===== src/rtl/shift_add_multiplier_pkg.sv =====
// Shared definitions for the shift-add multiplier: FSM encoding and default operand width.
package shift_add_multiplier_pkg;

  localparam int unsigned DEFAULT_N = 8;

  typedef enum logic [1:0] {
    IDLE = 2'b00,
    CALC = 2'b01,
    DONE = 2'b10
  } state_t;

endpackage


===== src/rtl/multi_bit_full_adder.sv =====
// N-bit adder with carry-in and carry-out, used once per iteration of the multiplier.
module multi_bit_full_adder #(
  parameter int unsigned N = 8
) (
  input  logic [N-1:0] a,
  input  logic [N-1:0] b,
  input  logic         cin,
  output logic [N-1:0] sum,
  output logic         cout
);

  logic [N:0] total;

  assign total = {1'b0, a} + {1'b0, b} + (N+1)'(cin);
  assign sum   = total[N-1:0];
  assign cout  = total[N];

endmodule


===== src/rtl/shift_add_multiplier.sv =====
// Sequential unsigned multiplier: one add-and-shift step per cycle, N cycles per product,
// valid/ready handshakes on both the operand and the result side.
module shift_add_multiplier
  import shift_add_multiplier_pkg::*;
#(
  parameter int unsigned N = DEFAULT_N
) (
  input  logic           clk,
  input  logic           rst_n,
  input  logic           in_valid,
  output logic           in_ready,
  input  logic [N-1:0]   in_a,
  input  logic [N-1:0]   in_b,
  output logic           out_valid,
  input  logic           out_ready,
  output logic [2*N-1:0] out_product
);

  localparam int unsigned CW = $clog2(N + 1);
  localparam int unsigned PW = 2 * N;

  if (N < 2 || N > 32) begin : g_bad_n
    $error("shift_add_multiplier: N must be in 2..32");
  end

  state_t        state;
  state_t        state_next;
  logic [N-1:0]  mcand;
  logic [N-1:0]  mcand_next;
  logic [PW-1:0] acc;
  logic [PW-1:0] acc_next;
  logic [CW-1:0] cnt;
  logic [CW-1:0] cnt_next;
  logic [PW-1:0] product_next;
  logic          in_ready_next;
  logic          out_valid_next;

  logic [N-1:0]  addend;
  logic [N-1:0]  sum;
  logic          carry;
  logic          last_iter;
  logic [PW-1:0] acc_shifted;

  // Partial-product add: high half of the accumulator plus the multiplicand when the current multiplier bit is set.
  assign addend = acc[0] ? mcand : '0;

  multi_bit_full_adder #(.N(N)) u_adder (
    .a    (acc[PW-1:N]),
    .b    (addend),
    .cin  (1'b0),
    .sum  (sum),
    .cout (carry)
  );

  assign acc_shifted = {carry, sum, acc[N-1:1]};
  assign last_iter   = (cnt == CW'(N - 1));

  // State register
  always_ff @(posedge clk or negedge rst_n) begin
    if (!rst_n) begin
      state <= IDLE;
    end else begin
      state <= state_next;
    end
  end

  // Next-state logic
  always_comb begin
    state_next = state;
    case (state)
      IDLE:    if (in_valid) state_next = CALC;
      CALC:    if (last_iter) state_next = DONE;
      DONE:    if (out_ready) state_next = IDLE;
      default: state_next = IDLE;
    endcase
  end

  // Datapath and registered-output next values
  always_comb begin
    mcand_next     = mcand;
    acc_next       = acc;
    cnt_next       = cnt;
    product_next   = out_product;
    in_ready_next  = (state_next == IDLE);
    out_valid_next = (state_next == DONE);
    case (state)
      IDLE: begin
        if (in_valid) begin
          mcand_next = in_a;
          acc_next   = {{N{1'b0}}, in_b};
          cnt_next   = '0;
        end
      end
      CALC: begin
        acc_next = acc_shifted;
        cnt_next = cnt + CW'(1);
        if (last_iter) product_next = acc_shifted;
      end
      default: ;
    endcase
  end

  always_ff @(posedge clk or negedge rst_n) begin
    if (!rst_n) begin
      mcand       <= '0;
      acc         <= '0;
      cnt         <= '0;
      out_product <= '0;
      in_ready    <= 1'b1;
      out_valid   <= 1'b0;
    end else begin
      mcand       <= mcand_next;
      acc         <= acc_next;
      cnt         <= cnt_next;
      out_product <= product_next;
      in_ready    <= in_ready_next;
      out_valid   <= out_valid_next;
    end
  end

endmodule


===== config.mk =====
export PLATFORM = sky130hd
export DESIGN_NAME = shift_add_multiplier
export DESIGN_NICKNAME = d
export VERILOG_FILES = /design/src/rtl/shift_add_multiplier_pkg.sv /design/src/rtl/multi_bit_full_adder.sv /design/src/rtl/shift_add_multiplier.sv
export SDC_FILE = /design/constraint.sdc
export NUM_CORES = 1
export LEC_CHECK = 0
export BUFFER_PORTS_ARGS = -buffer_cell sky130_fd_sc_hd__buf_2
export CORE_MARGIN = 2
export CORE_UTILIZATION = 45
export CTS_CLUSTER_DIAMETER = 120
export CTS_CLUSTER_SIZE = 12
export DETAILED_ROUTE_END_ITERATION = 7
export GPL_TIMING_DRIVEN = 0
export PLACE_DENSITY = 0.72
export SLEW_MARGIN = 15
export SYNTH_ARGS = -nofsm -noshare
export SYNTH_HDL_FRONTEND = slang
export SYNTH_HIERARCHICAL = 1
export SYNTH_SLANG_ARGS = --single-unit
export TNS_END_PERCENT = 5

===== constraint.sdc =====
create_clock -name clk -period 2.26 [get_ports clk]
set_input_delay 0 -clock clk [delete_from_list [all_inputs] [get_ports clk]]
set_output_delay 0 -clock clk [all_outputs]
set_load 0.02 [all_outputs]

Word level (Yosys, flattened, before mapping) --
Index checks and enable logic that the tools add are counted.
Operators by class: add/sub/neg operators 2, eq/ne operators 5, mux-type cells 9, reductions and logical operators 6
Operators by type and width (number):
- 16-bit case mux with 2 select lines | 1
- 16-bit 2-to-1 mux | 1
- 8-bit by 8-bit adder with 9-bit output | 1
- 8-bit 2-to-1 mux | 1
- 4-bit case mux with 2 select lines | 1
- 2-bit 2-to-1 mux | 3
- 2-bit case mux with 3 select lines | 1
- 2-bit AND reduction | 3
- 4-bit by 1-bit adder with 4-bit output, second input constant | 1
- 2-bit equality test, second input constant | 2
- 4-bit by 3-bit equality test with 1-bit output, second input constant | 1
- 2-bit zero test | 2
- 4-bit 2-to-1 mux | 1
- 2-bit by 1-bit equality test with 1-bit output, second input constant | 1
- 2-bit != test, second input constant | 1
- 2-bit nonzero test | 1
Storage, ports and cells: register bits after elaboration 48, input bits 20, output and inout port bits 18

Depth between registers and ports, before layout --
Gate-level depths: netlist (run 1).
word-level depth 4, depth in mapped cells 7, depth with buffers taken out 7

Cells and area by module --
Netlist (run 1), hierarchy kept.
Modules (own cells, without submodules):
- shift_add_multiplier | instances 1, cells each 152, area an instance 2015.7 sq um
- multi_bit_full_adder | instances 1, cells each 40, area an instance 331.6 sq um

Worst setup path before layout (run 1) --
No wires, ideal clock.
path kind reg-to-reg, start register acc[0], end register out_product[15], arrival 2075 ps, data required time 2135 ps, setup slack 60 ps, stages on the path, launching flop included 8, path buffers 0, period minus slack after synthesis 2200 ps, path through dfrtp_1 -> and2_1 -> fa_1 -> fa_1 -> a21oi_1 -> o21a_1 -> o21ai_0 -> mux2_2
Between the ends: word-level cells in the longest chain between the ends 2
RTL lines:
- start, declared | line shift_add_multiplier.sv:30 | logic [PW-1:0] acc;
- start signal, assigned | line shift_add_multiplier.sv:113 | acc <= acc_next;
- 8-bit 2-to-1 mux | line shift_add_multiplier.sv:45 | assign addend = acc[0] ? mcand : '0;
- via addend[0] | line shift_add_multiplier.sv:38 | logic [N-1:0] addend;
- 8-bit by 8-bit adder with 9-bit output | line multi_bit_full_adder.sv:14 | assign total = {1'b0, a} + {1'b0, b} + (N+1)'(cin);
- via carry | line shift_add_multiplier.sv:40 | logic carry;
- end signal, assigned | line shift_add_multiplier.sv:115 | out_product <= product_next;
- end, declared | line shift_add_multiplier.sv:16 | output logic [2*N-1:0] out_product
The timed path passes the listed nets, and every way through them passes these cells. A chain may end at the register's enable or synchronous reset.

Worst setup path after layout (run 1) --
Same ends and word-level chain as after synthesis.

==> results by stage, run 1 <==
Run status:
- The flow ran to the end, and the final reports show no timing, DRC or antenna violations.

Synthesis:
- In the synthesized netlist the async set-or-reset flop fraction comes to 1.00.
- The instance count of the mapped netlist is ~190.
- The total of warnings raised by yosys is 6.
- The share of synthesized area in the top cell type comes to 0.501.
- The area of the mapped netlist is around 0.0023 mm^2.
- The portion of the post-synthesis area used by sequential elements is 0.512.
- The net count after synthesis is around 220.
- Among all cell types in the netlist, the one instantiated most often is dfrtp_1.
- Ranked by instance count, the synthesized netlist is headed by dfrtp_1, mux2_2, a21oi_1.
- The synthesized area per cell is 12.2 um^2.
- Ranked by total cell area, the synthesized netlist is headed by dfrtp_1, mux2_2, ha_1.
- The library cell occupying the most area in the post-synthesis netlist is dfrtp_1.
- The most instantiated flip-flop cell in the synthesis netlist is dfrtp_1.
- The number of synthesized flops with an enable pin is 0.
- After synthesis the netlist holds a flip-flop and latch count of 48.
- Counting distinct cell types in the post-synthesis netlist gives 39.

GRT:
- The number of antenna violations at the first check in global routing came to 0.
- The via count of the first global-routing pass is ~1700.
- The largest net degree at the start of global routing is 49.
- The wire length of the first global-routing pass is 7970 um.
- The sum of overflow across all layers after global routing is 0.
- The total routing usage reported by global routing is 0.171.

Worst hold path:
- The path class of the lowest-slack min-delay path is in -> reg.
- The endpoint of the worst hold path is acc[5]$_DFFE_PN0P_.
- The worst hold path passes through 3 cells.
- The worst hold path begins at in_b[5].

Floorplanning:
- The total die area is 0.00581 mm^2.
- The initial core utilization is 0.463.
- The height of the die is 76.2 um.
- The area of the core is 0.00507 mm^2.
- The count of standard-cell rows is 26.
- The chip width is 76.2 um.
- 38 I/O pins were placed.

Timing:
- Setup violations remaining at the end of the flow were counted as 0.
- The routed design could run at a clock period as short as 2210 ps.
- The actual slew at the worst max-slew pin is 827 ps.
- The worst hold slack across all endpoints is approximately 7.4 ps.
- The smallest setup slack after layout is 49.1 ps.
- The count of pins over their slew limit is 0.
- Of the available clock period, the critical path in the final layout requires 0.978.
- Setup repair after global routing could not meet its margin everywhere.
- The number of endpoints with negative hold slack in the final report is 0.
- Between clock sinks in the finished design, the worst skew comes to between 3 and 4 ps.
- The worst relative slew slack is 0.446.
- The maximum clock rate is 452 MHz.

Power:
- The static power due to leakage is 0.00136 uW.
- The overall power consumption is 4010 uW.
- The internal portion of the total power is 2460 uW.
- In this run the power spent charging and discharging nets is between 1500 and 2000 uW.
- The sequential share of power is 0.379.
- VDD sags by at most 0.685 mV.
- The switching share of power is 0.388.
- The portion of total power attributed to the clock network is 0.131.
- The ratio of total power to cell area is 1380 mW/mm^2.
- The share of total power dissipated in combinational logic is 0.490.

Cells and area:
- The fraction of layout instances using a drive strength above 1 is 0.364.
- The number of nets in the finished design is 282.
- The finished layout holds about 320 standard cells, fillers aside.
- For this run, the share of the core covered by cells in the final layout is 0.572.
- Relative to the synthesized area, the layout overhead comes to 23.8%.
- Counting the fill cells in the layout gives 437.
- 0 antenna diodes ended up in the layout.

Setup path:
- The signal on the critical path passes through and2_1 > fa_2 > fa_2 > a21oi_2 > o21a_1 > o21ai_1 > mux2_2.
- The worst register-to-register path begins at acc[0]$_DFFE_PN0P_.
- The required time of the critical path is 2460 ps.
- The worst register-to-register path has a setup slack of 50 ps.
- The cell type of the slowest stage on the worst timing path is dfrtp_2.
- The class of the most critical setup path is reg -> reg.
- The endpoint type of the worst setup path is a register.
- The number of cells on the worst reg-to-reg path is 7.
- The end of the worst register-to-register path is out_product[15]$_DFFE_PN0P_.
- Data on the critical path arrives at its endpoint at around 2400 ps.
- Of all nets on the critical path, the largest fanout is 2.
- STA classifies the critical path startpoint as a register.
- The most frequent cell on the critical path is fa_2.
- The maximum single-stage delay on the critical path is 430 ps.

Route:
- The wire length on met1 is ~2200 um.
- After detailed routing, the met3 layer carries ~190 um of wire.
- The via count is 1697.
- Summed over all layers, the routed wires come to 4650 um.
- The detail route stage leaves a number of antenna-violating nets equal to 0.
- Using the TritonRoute via totals, the vias-per-cell ratio works out to 5.25.
- The wire length on met2 is 2210 um.
- The number of iterations in the first detailed-routing pass is 4.
- In this run, the number of DRC markers left after iteration 0 of detailed routing was 125.
- In the final routed layout, each cell accounts on average for 14.4 um.
- In the routed design, unresolved DRC markers number 0.
- The highest routing layer actually used is met4.

CTS:
- The number of clock sinks is 48.
- Counting the buffers created by CTS gives 5.
- The buffer type at the clock tree root is clkbuf_8.
- The maximum level of the CTS H-tree is 2.
- The insertion delay of the later-clocked pin in the worst-skew pair is 300 ps.
- The TritonCTS clock tree is built.
- The clock transition at the registers of the reported paths is 90 ps.
- The maximum buffer depth of the clock tree is 2.

Place:
- Before CTS, the worst setup slack after placement is -250 ps.
- The post-placement cell count is 299.
- The congestion estimate from routability-driven global placement came to 0.747.
- Detailed placement finished with a half-perimeter wire length of 3060 um.
- In this run the tool buffered the top-level ports with 37 buffer cells.

Job:
- Across the run, the number of max-cap violations was 0.
## critical path: cells and delay by family, from the launching register on
family | cells | cell delay, ps
simple gates | 1 | 170
flops | 1 | 430
mux | 1 | 270
compound gates | 3 | 480
fa+ha+maj | 2 | 760
## final cells by class
| cell class | instances | area [um^2] | area share |
|---|---|---|---|
| Sequential cell | 48 | 1200 | 0.414 |
| Multi-Input combinational cell | 131 | 1110 | 0.381 |
| Timing Repair Buffer | 53 | 345 | 0.119 |
| Tap cell | 70 | 87.6 | 0.0301 |
| Clock buffer | 5 | 68.8 | 0.0237 |
| Buffer | 10 | 57.6 | 0.0198 |
| Clock inverter | 3 | 23.8 | 0.00818 |
| Inverter | 3 | 11.3 | 0.00388 |
## metrics by stage
stage	area (um^2)	TNS [ps]
after floorplan	2350	0
after global placement	2620	-937
after detailed placement	2620	-1040
after CTS	2890	0
after global routing	2910	-24.6
final	2910	0
## registers in the layout, summed over array words and instances, names as in the netlist
register	flops
acc	16
mcand	8
out_valid	1
out_product	16
in_ready	1
cnt	4
state	2
## worst max-delay path by stage
stage | endpoint | slack [ps] | cells after the start | startpoint
floorplan | out_product[15]$_DFFE_PN0P_ | 60 | 7 | acc[0]$_DFFE_PN0P_
global placement | out_product[15]$_DFFE_PN0P_ | -220 | 7 | acc[0]$_DFFE_PN0P_
detailed placement | out_product[15]$_DFFE_PN0P_ | -250 | 7 | acc[0]$_DFFE_PN0P_
CTS | out_product[12]$_DFFE_PN0P_ | 4 | 8 | acc[0]$_DFFE_PN0P_
global route | out_product[12]$_DFFE_PN0P_ | -20 | 8 | acc[0]$_DFFE_PN0P_
finish | out_product[15]$_DFFE_PN0P_ | 50 | 7 | acc[0]$_DFFE_PN0P_
## cell usage in the layout, fill, tap and decap left out, drive strengths merged, types with 4 or more instances in the layout
master / count
clkbuf: 10
a21oi: 14
dlygate4sd3: 15
and2: 8
and2b: 7
dfrtp: 47
a22o: 10
o21ai: 9
ha: 8
buf: 43
a22oi: 8
a21o: 4
nor2b: 4
mux2: 26
## layer usage
| metal | global-route usage | vias up |
|---|---|---|
| met3 | 0.0332 | 7 |
| met2 | 0.273 | 41 |
| li1 | - | 816 |
| met1 | 0.231 | 833 |
| met5 | 0 | - |
| met4 | 0.0655 | 0 |
## power groups by stage
stage / logic [uW] / registers [uW] / clock network [uW]
after global placement: 1810 / 1530 / 0
after CTS: 1950 / 1520 / 540
after floorplan: 1260 / 1650 / 0
after detailed placement: 1850 / 1550 / 0
final: 1970 / 1520 / 524
after global routing: 2180 / 1590 / 584
## timing repair
item / in CTS / in global routing
pin swaps: 0 / 1
resized for setup: 6 / 3
setup buffers: 1 / 0
hold buffers: 15 / 0
setup endpoints to repair: 6 / 4
hold endpoints to repair: 61 / 0
## cells by family (layout without fill, tap and decap cells)
| kind of cell | after synthesis | in the layout | share of synthesized area |
|---|---|---|---|
| compound gates | 53 | 53 | 0.156 |
| flops | 48 | 48 | 0.512 |
| mux | 27 | 27 | 0.129 |
| xor+xnor | 4 | 4 | 0.0149 |
| other cells | 1 | 1 | 0.00160 |
| simple gates | 36 | 36 | 0.0975 |
| buf+inv | 13 | 74 | 0.0293 |
| fa+ha+maj | 10 | 10 | 0.0597 |
No activity file was read; power rests on OpenSTA's default activity.
==> inputs of run 2 (changes only) <==
--- a/config.mk
+++ b/config.mk
@@ -8,6 +8,7 @@
 export BUFFER_PORTS_ARGS = -buffer_cell sky130_fd_sc_hd__buf_2
 export CORE_MARGIN = 2
 export CORE_UTILIZATION = 45
+export CTS_BUF_LIST = sky130_fd_sc_hd__clkbuf_2
 export CTS_CLUSTER_DIAMETER = 120
 export CTS_CLUSTER_SIZE = 12
 export DETAILED_ROUTE_END_ITERATION = 7
==> results by stage, run 2 (same netlist as run 1, synthesis figures left out) <==
Run status:
- The flow ran to the end, and the final reports show no timing, DRC or antenna violations.

Cells and area:
- The number of fill cells in the layout is 434.
- The number of nets in the finished design is 286.
- Summing all multi-input logic gate instances after layout gives 0.00112 mm^2.
- The area growth from synthesis to layout is 24.3%.
- The antenna diode count is 0.
- The largest registers in the layout are acc: 16 flops, out_product: 16 flops, mcand: 8 flops.
- The number of cells in the finished layout apart from fillers is 327.
- In the layout the commonest cells are dfrtp_1, buf_2, mux2_2, dlygate4sd3_1.
- The storage element area is around 0.0012 mm^2.
- The library cell used most frequently in the layout, excluding fill and tap cells, is dfrtp_1.
- The finished cells cover 0.00292 mm^2.
- The fraction of layout instances using a drive strength above 1 is 0.370.

Timing:
- Setup repair after global routing could not meet its margin everywhere.
- In the finished design, the share of the clock period the worst path needs comes to 0.964.
- Headroom to the max-slew limit came out at 0.448.
- The count of pins over their slew limit is 0.
- The actual slew at the worst max-slew pin is 824 ps.
- The final critical delay including setup and external delays is 2180 ps.
- The maximum clock rate is 459 MHz.
- After routing, the total negative slack on setup checks comes to 0 ps.
- For the final database, setup skew stands at approximately 17 ps.
- Setup violations remaining at the end of the flow were counted as 0.
- The number of endpoints with negative hold slack in the final report came to 0.

GRT:
- Across every metal layer, demand over resource in global routing totals 0.170.
- The number of antenna violations at the first check in global routing was 0.
- The via count of the first global-routing pass is 1687.
- The wire length of the first global-routing pass is 8030 um.
- The largest net degree at the start of global routing is 49.
- After global routing the overflow that remains totals 0.

Worst hold path:
- The number of instances on the worst hold path is 5.
- In this run the worst hold path is classified as in -> reg.

Floorplanning:
- The total die area is 0.00581 mm^2.
- For this design the top-level I/O count stands at 38.
- The floorplan step defined a core boundary enclosing 0.00507 mm^2.
- The floorplan step set the die width to ~76 um.
- The initial core utilization is 0.463.
- Measured along the y axis, the die boundary spans 76.2 um.
- After floorplanning, the core was divided into 26 placement rows.

Setup path:
- Data arrives at the worst endpoint at 2530 ps.
- The internal reg-to-reg setup slack is 80 ps.
- The largest driver fanout on the critical path is 2.
- The class of the most critical setup path is reg -> reg.
- The worst setup path is captured at a register.
- The kind of start point of the critical path is a register.
- At the worst endpoint, the required time is 2610 ps.
- The number of cells on the worst reg-to-reg path is 7.

Power:
- The ratio of total power to cell area is 1340 mW/mm^2.
- Across the VDD grid, the largest voltage drop is 0.663 mV.
- For this design the static power due to leakage is 0.00136 uW.
- The overall power consumption is between 3000 and 4000 uW.

CTS:
- The buffer type at the clock tree root is clkbuf_2.
- After clock tree synthesis, the clock-pin slew on the worst setup and hold paths is 260 ps.
- The clock reaches the later pin of the worst-skew pair after 430 ps.
- The tree built by TritonCTS fans out to 48 sinks.
- The number of clock buffers added by TritonCTS is 5.
- TritonCTS built the clock tree.
- The maximum level of the CTS H-tree is 2.
- Counting along the longest clock path gives a buffer depth of 2.

Route:
- Summed over all nets, wire length on met3 after detailed routing comes to approximately 200 um.
- For this run, design rule violations remaining after detail routing come to 0.
- After detailed routing, the average wire length per cell comes to 14.4 um.
- The via density per instance is ~5.3.
- For this block, the initial DRC count from the detailed router was 110.
- The number of iterations in the first detailed-routing pass is 4.
- Routed signal wires occupy layers up through met4.
- The wire length on met1 is 2170 um.
- Summing over every cut layer, the via total after detailed routing is approximately 1700.
- The wire length on met2 is between 2000 and 2500 um.
- The final layout contains routed wiring with a total length of ~4700 um.
- The detail route stage leaves a number of antenna-violating nets equal to 0.

Job:
- The tool flagged a number of max-cap violations equal to 0.

Place:
- The count of buffers added on input and output ports is 37.
- The post-placement cell count is around 300.
- The placement-stage cell area is 0.00262 mm^2.
- The congestion estimate from routability-driven global placement came to approximately 0.75.
- Detailed placement finished with a half-perimeter wire length of between 3000 and 4000 um.
==> run 2: cell types whose count changed in the layout (fill, tap and decap cells not counted), sizes merged <==
cell | before | now
dlygate4sd3 | 15 | 18
buf | 43 | 44
==> run 2: where the power goes <==
part           switching [uW]  internal [uW]
registers                 261           1260
clock network             295           77.2
logic                    1010           1010
==> run 2: critical path: stages, from the launching register on <==
cell and delay, ps:
dfrtp_2 480, and2_1 160, fa_2 370, fa_2 380
a21oi_2 150, o21a_1 190, o21ai_1 100, mux2_2 270
==> run 2: per-layer routing <==
| layer | vias up | global-route usage |
|---|---|---|
| li1 | 827 | - |
| met1 | 839 | 0.229 |
| met2 | 54 | 0.282 |
| met3 | 8 | 0.0332 |
| met4 | 0 | 0.0491 |
| met5 | - | 0 |
==> run 2: final cells by class <==
type | instances | area share
Buffer | 10 | 0.0197
Clock buffer | 5 | 0.00858
Clock inverter | 3 | 0.00815
Inverter | 3 | 0.00386
Multi-Input combinational cell | 131 | 0.386
Sequential cell | 48 | 0.413
Tap cell | 70 | 0.0300
Timing Repair Buffer | 57 | 0.131
==> run 2: stage by stage <==
stage	hold WS (ps)	util	setup slack, ps
final	70.3	0.575	80.5
after global routing	51.5	0.575	-2.50
after CTS	65.2	0.569	15.8
after detailed placement	238	0.516	-250
after global placement	232	0.516	-219
after floorplan	-296	-	60.4
==> run 2: path summary, 6_finish.rpt <==
| check | start | to |
|---|---|---|
| worst max-delay path | acc[0]$_DFFE_PN0P_ | out_product[15]$_DFFE_PN0P_ |
| worst min-delay path | in_valid | acc[6]$_DFFE_PN0P_ |
| worst max register to register | acc[0]$_DFFE_PN0P_ | out_product[15]$_DFFE_PN0P_ |
| worst min register to register | out_product[9]$_DFFE_PN0P_ | out_product[9]$_DFFE_PN0P_ |
| max in group asynchronous | rst_n | acc[0]$_DFFE_PN0P_ |
| min in group asynchronous | rst_n | acc[8]$_DFFE_PN0P_ |
==> run 2: timing repair <==
item                                    in CTS  in global routing
resized for setup                            7                  4
hold buffers                                18                  0
setup buffers                                1                  1
hold endpoints to repair                    66                  0
endpoints found under the setup margin       6                  3
pin swaps                                    0                  5
==> inputs of run 3 (changes only) <==
--- a/config.mk
+++ b/config.mk
@@ -13,10 +13,10 @@
 export CTS_CLUSTER_SIZE = 12
 export DETAILED_ROUTE_END_ITERATION = 7
 export GPL_TIMING_DRIVEN = 0
-export PLACE_DENSITY = 0.72
+export PLACE_DENSITY = 0.73
+export RECOVER_POWER = 100
 export SLEW_MARGIN = 15
 export SYNTH_ARGS = -nofsm -noshare
 export SYNTH_HDL_FRONTEND = slang
-export SYNTH_HIERARCHICAL = 1
 export SYNTH_SLANG_ARGS = --single-unit
 export TNS_END_PERCENT = 5
==> results by stage, run 3 <==
Run status:
- The flow ran to the end, and the final reports show no timing, DRC or antenna violations.

Synthesis:
- By count the netlist is led by dfrtp_1, mux2_2, a21oi_1, o21ai_0, nor2b_1.
- By area the synthesized netlist is led by dfrtp_1, mux2_2, ha_1.
- The instance count of the mapped netlist is 194.
- The most repeated cell in the gate-level netlist after synthesis is dfrtp_1.
- A synthesized cell averages 11.9 um^2.
- The number of nets handed over by synthesis was 224.
- The most instantiated flip-flop cell in the synthesis netlist is dfrtp_1.
- The mapped netlist covers 0.00231 mm^2.
- For this run, the number of Yosys warnings is 0.
- The share of the synthesized area in the top cell type is 0.508.
- Summed over all instances, the cell type with the most area after synthesis is dfrtp_1.
- Counting flops with an async set or reset pin after synthesis yields a share of 1.00.
- The synthesized design contains 0 enable-type register cells.
- The count of unique library cells instantiated by Yosys is 41.
- The flop and latch count out of synthesis is 48.
- The portion of the post-synthesis area used by sequential elements is 0.519.

Timing:
- Setup total negative slack on the finished layout was measured at 0 ps.
- For this run, the top clock speed supported by timing is 452 MHz.
- The total of endpoints with negative setup slack in the final report is 0.
- Setup repair after global routing could not meet its margin everywhere.
- The post-route clock period utilization is 0.979.
- At the pin with the least slew margin, the transition time is about 1200 ps.
- The final critical delay including setup and external delays is 2210 ps.
- The worst setup skew after layout is 37.5 ps.
- The worst relative slew slack is 0.216.
- The number of endpoints with negative hold slack in the final report is 0.
- The count of pins over their slew limit came to 0.
- The worst path meets setup with 47.9 ps of slack.

Setup path:
- The end of the worst register-to-register path is out_product[13]$_DFFE_PN0P_.
- Across all register-to-register paths, the minimum setup slack is 50 ps.
- The arrival time of the worst setup path is 2560 ps.
- The class of the most critical setup path is reg -> reg.
- In this run the worst path has a maximum fanout of 3.
- The endpoint type of the worst setup path is a register.
- STA puts the critical path data required time at 2610 ps.
- The kind of start point of the critical path is a register.
- The origin of the critical flop-to-flop path is acc[0]$_DFFE_PN0P_.
- The number of cells on the worst reg-to-reg path is 7.

Place:
- The count of buffers added on input and output ports is 37.
- The HPWL after detailed placement is 3120 um.
- Before CTS, the worst setup slack after placement is -82.6 ps.
- The last weighted congestion value of the routability-driven placer is 0.880.
- The placed instances occupy a cell area of ~0.0026 mm^2.

Cells and area:
- Leaving out fill and tap cells, the most frequent cell in the layout is dfrtp_1.
- The final design utilization is 0.579.
- The fraction of layout instances using a drive strength above 1 is 0.266.
- The finished cells cover 0.00292 mm^2.
- The antenna diode count is 0.
- The library cells used most frequently in the layout, excluding fill and tap cells, are dfrtp_1, dlygate4sd3_1, clkbuf_1, mux2_2, buf_2.
- The number of fill cells in the layout is 438.
- For this run, the post-layout net count is just under 300.
- The area added between synthesis and finish is 26.2%.
- In the final layout, the registers with the most flip-flops are acc: 16 flops, out_product: 16 flops, mcand: 8 flops.

Floorplanning:
- The count of standard-cell rows is 26.
- The die is 75.7 um tall.
- The number of placed I/O pins is 38.
- The total die area is 0.00573 mm^2.
- The area of the core is 0.00504 mm^2.
- For this configuration, the core starts out at a cell density of 0.459.
- The die is 75.7 um wide.

Worst hold path:
- The worst hold path terminates at acc[0]$_DFFE_PN0P_.
- The startpoint identified for the worst hold timing path is in_valid.
- In this run the worst hold path is classified as in -> reg.
- The worst hold path passes through 4 cells.

Route:
- The via count is 1766.
- The post-detailed-route count of antenna-violating nets is 0.
- The average wire per standard cell is 14.7 um.
- The first detailed-routing pass took 4 iterations.
- The starting DRC count in detailed routing is 118.
- In the routed layout, each cell is associated on average with a via count of 5.24.
- The routed design has 4970 um of wire.
- The post-route DRC violation count is 0.

GRT:
- The total routing usage reported by global routing is 0.182.
- The via count of the first global-routing pass is roughly 1700.
- The total overflow left after global routing is 0.
- The number of antenna violations at the first check in global routing is 0.
- The largest net degree at the start of global routing is 49.
- The first global-routing pass estimated roughly 7700 um of wire.

Job:
- The tool flagged a number of max-cap violations equal to 0.

CTS:
- The cell sitting at the root of the clock tree is a clkbuf_2.
- The longest clock path from root to sink contains 2 buffers.
- The TritonCTS clock tree is built.
- The number of clock buffers added by TritonCTS is 5.
- The H-tree generated during clock tree synthesis spans 2 levels.
- Clock latency on the worst-skew pair, taken at its later pin, is 450 ps.
- Clock-pin slew was measured on the worst setup and hold paths at 280 ps.
- The number of clock sinks is 48.

Power:
- IR analysis of the VDD net gives a maximum drop of 0.566 mV.
- For this design the ratio of total power to cell area is 1230 mW/mm^2.
- In this run the static leakage power is roughly 0.0013 uW.
- The completed layout was analyzed and its total power is ~3600 uW.
==> run 3: cell types whose count changed after synthesis, sizes merged, moves of 4 or more <==
cell   before  now
o21ai       9   15
mux2       26   21
a22o       10    6
nand2       3    8
nor2b       4   12
and2b       7    0
==> run 3: kinds of logic (layout without fill, tap and decap cells) <==
| family | count (synthesis) | count (layout) | share of synthesized area |
|---|---|---|---|
| AOI/OAI and AO/OA | 58 | 58 | 0.174 |
| buffers and inverters | 12 | 85 | 0.0270 |
| and+or+nand+nor | 40 | 40 | 0.0995 |
| muxes | 22 | 22 | 0.108 |
| xor gates and xnor gates | 4 | 4 | 0.0151 |
| adders and majority gates | 10 | 10 | 0.0573 |
| DFF | 48 | 48 | 0.519 |
==> run 3: power breakdown <==
group          internal [uW]  switching [uW]  total [uW]
Clock                   71.4             286         358
Combinational            853             896        1750
Sequential              1240             262        1500
==> run 3: repair_timing <==
action,CTS,global route
setup endpoints to repair,3,3
hold endpoints to repair,66,0
pin swaps,2,6
hold buffers,25,0
buffers inserted,2,1
resized for setup,3,7
==> run 3: worst max-delay path by stage <==
| stage | start | to | depth (start not counted) |
|---|---|---|---|
| after global placement | acc[0]$_DFFE_PN0P_ | out_product[13]$_DFFE_PN0P_ | 7 |
| after global routing | acc[0]$_DFFE_PN0P_ | acc[14]$_DFFE_PN0P_ | 7 |
| after floorplan | acc[0]$_DFFE_PN0P_ | out_product[13]$_DFFE_PN0P_ | 7 |
| after CTS | acc[0]$_DFFE_PN0P_ | out_product[13]$_DFFE_PN0P_ | 7 |
| after detailed placement | acc[0]$_DFFE_PN0P_ | out_product[13]$_DFFE_PN0P_ | 7 |
| final | acc[0]$_DFFE_PN0P_ | out_product[13]$_DFFE_PN0P_ | 7 |
==> run 3: layer usage <==
layer / vias to the layer above / share of wire / global-route usage
li1: 851 / - / -
met1: 867 / 0.47 / 0.263
met2: 34 / 0.47 / 0.265
met3: 14 / 0.030 / 0.0410
met4: 0 / 0.032 / 0.0780
met5: - / 0 / 0
==> run 3: cell type report <==
type,instances,area [um^2],area share
sequential,48,1200,0.412
multi-input combinational,134,1100,0.376
timing repair buffer,65,435,0.149
tap,70,87.6,0.0300
buffer,9,41.3,0.0141
clock buffer,5,25.0,0.00857
clock inverter,3,18.8,0.00642
inverter,3,11.3,0.00385
==> run 3: critical path, stage by stage (launching register included) <==
cell and delay [ps]:
dfrtp_2 500, and2_4 150, ha_4 160, fa_2 360
a21o_1 230, a221oi_4 310, xnor2_2 130, mux2_4 260
==> run 3: through the flow <==
stage	std cells	hold WS (ps)
detailed placement	301	235
CTS	336	49.7
finish	337	42.5
global placement	301	234
global route	337	142
floorplan	194	-296
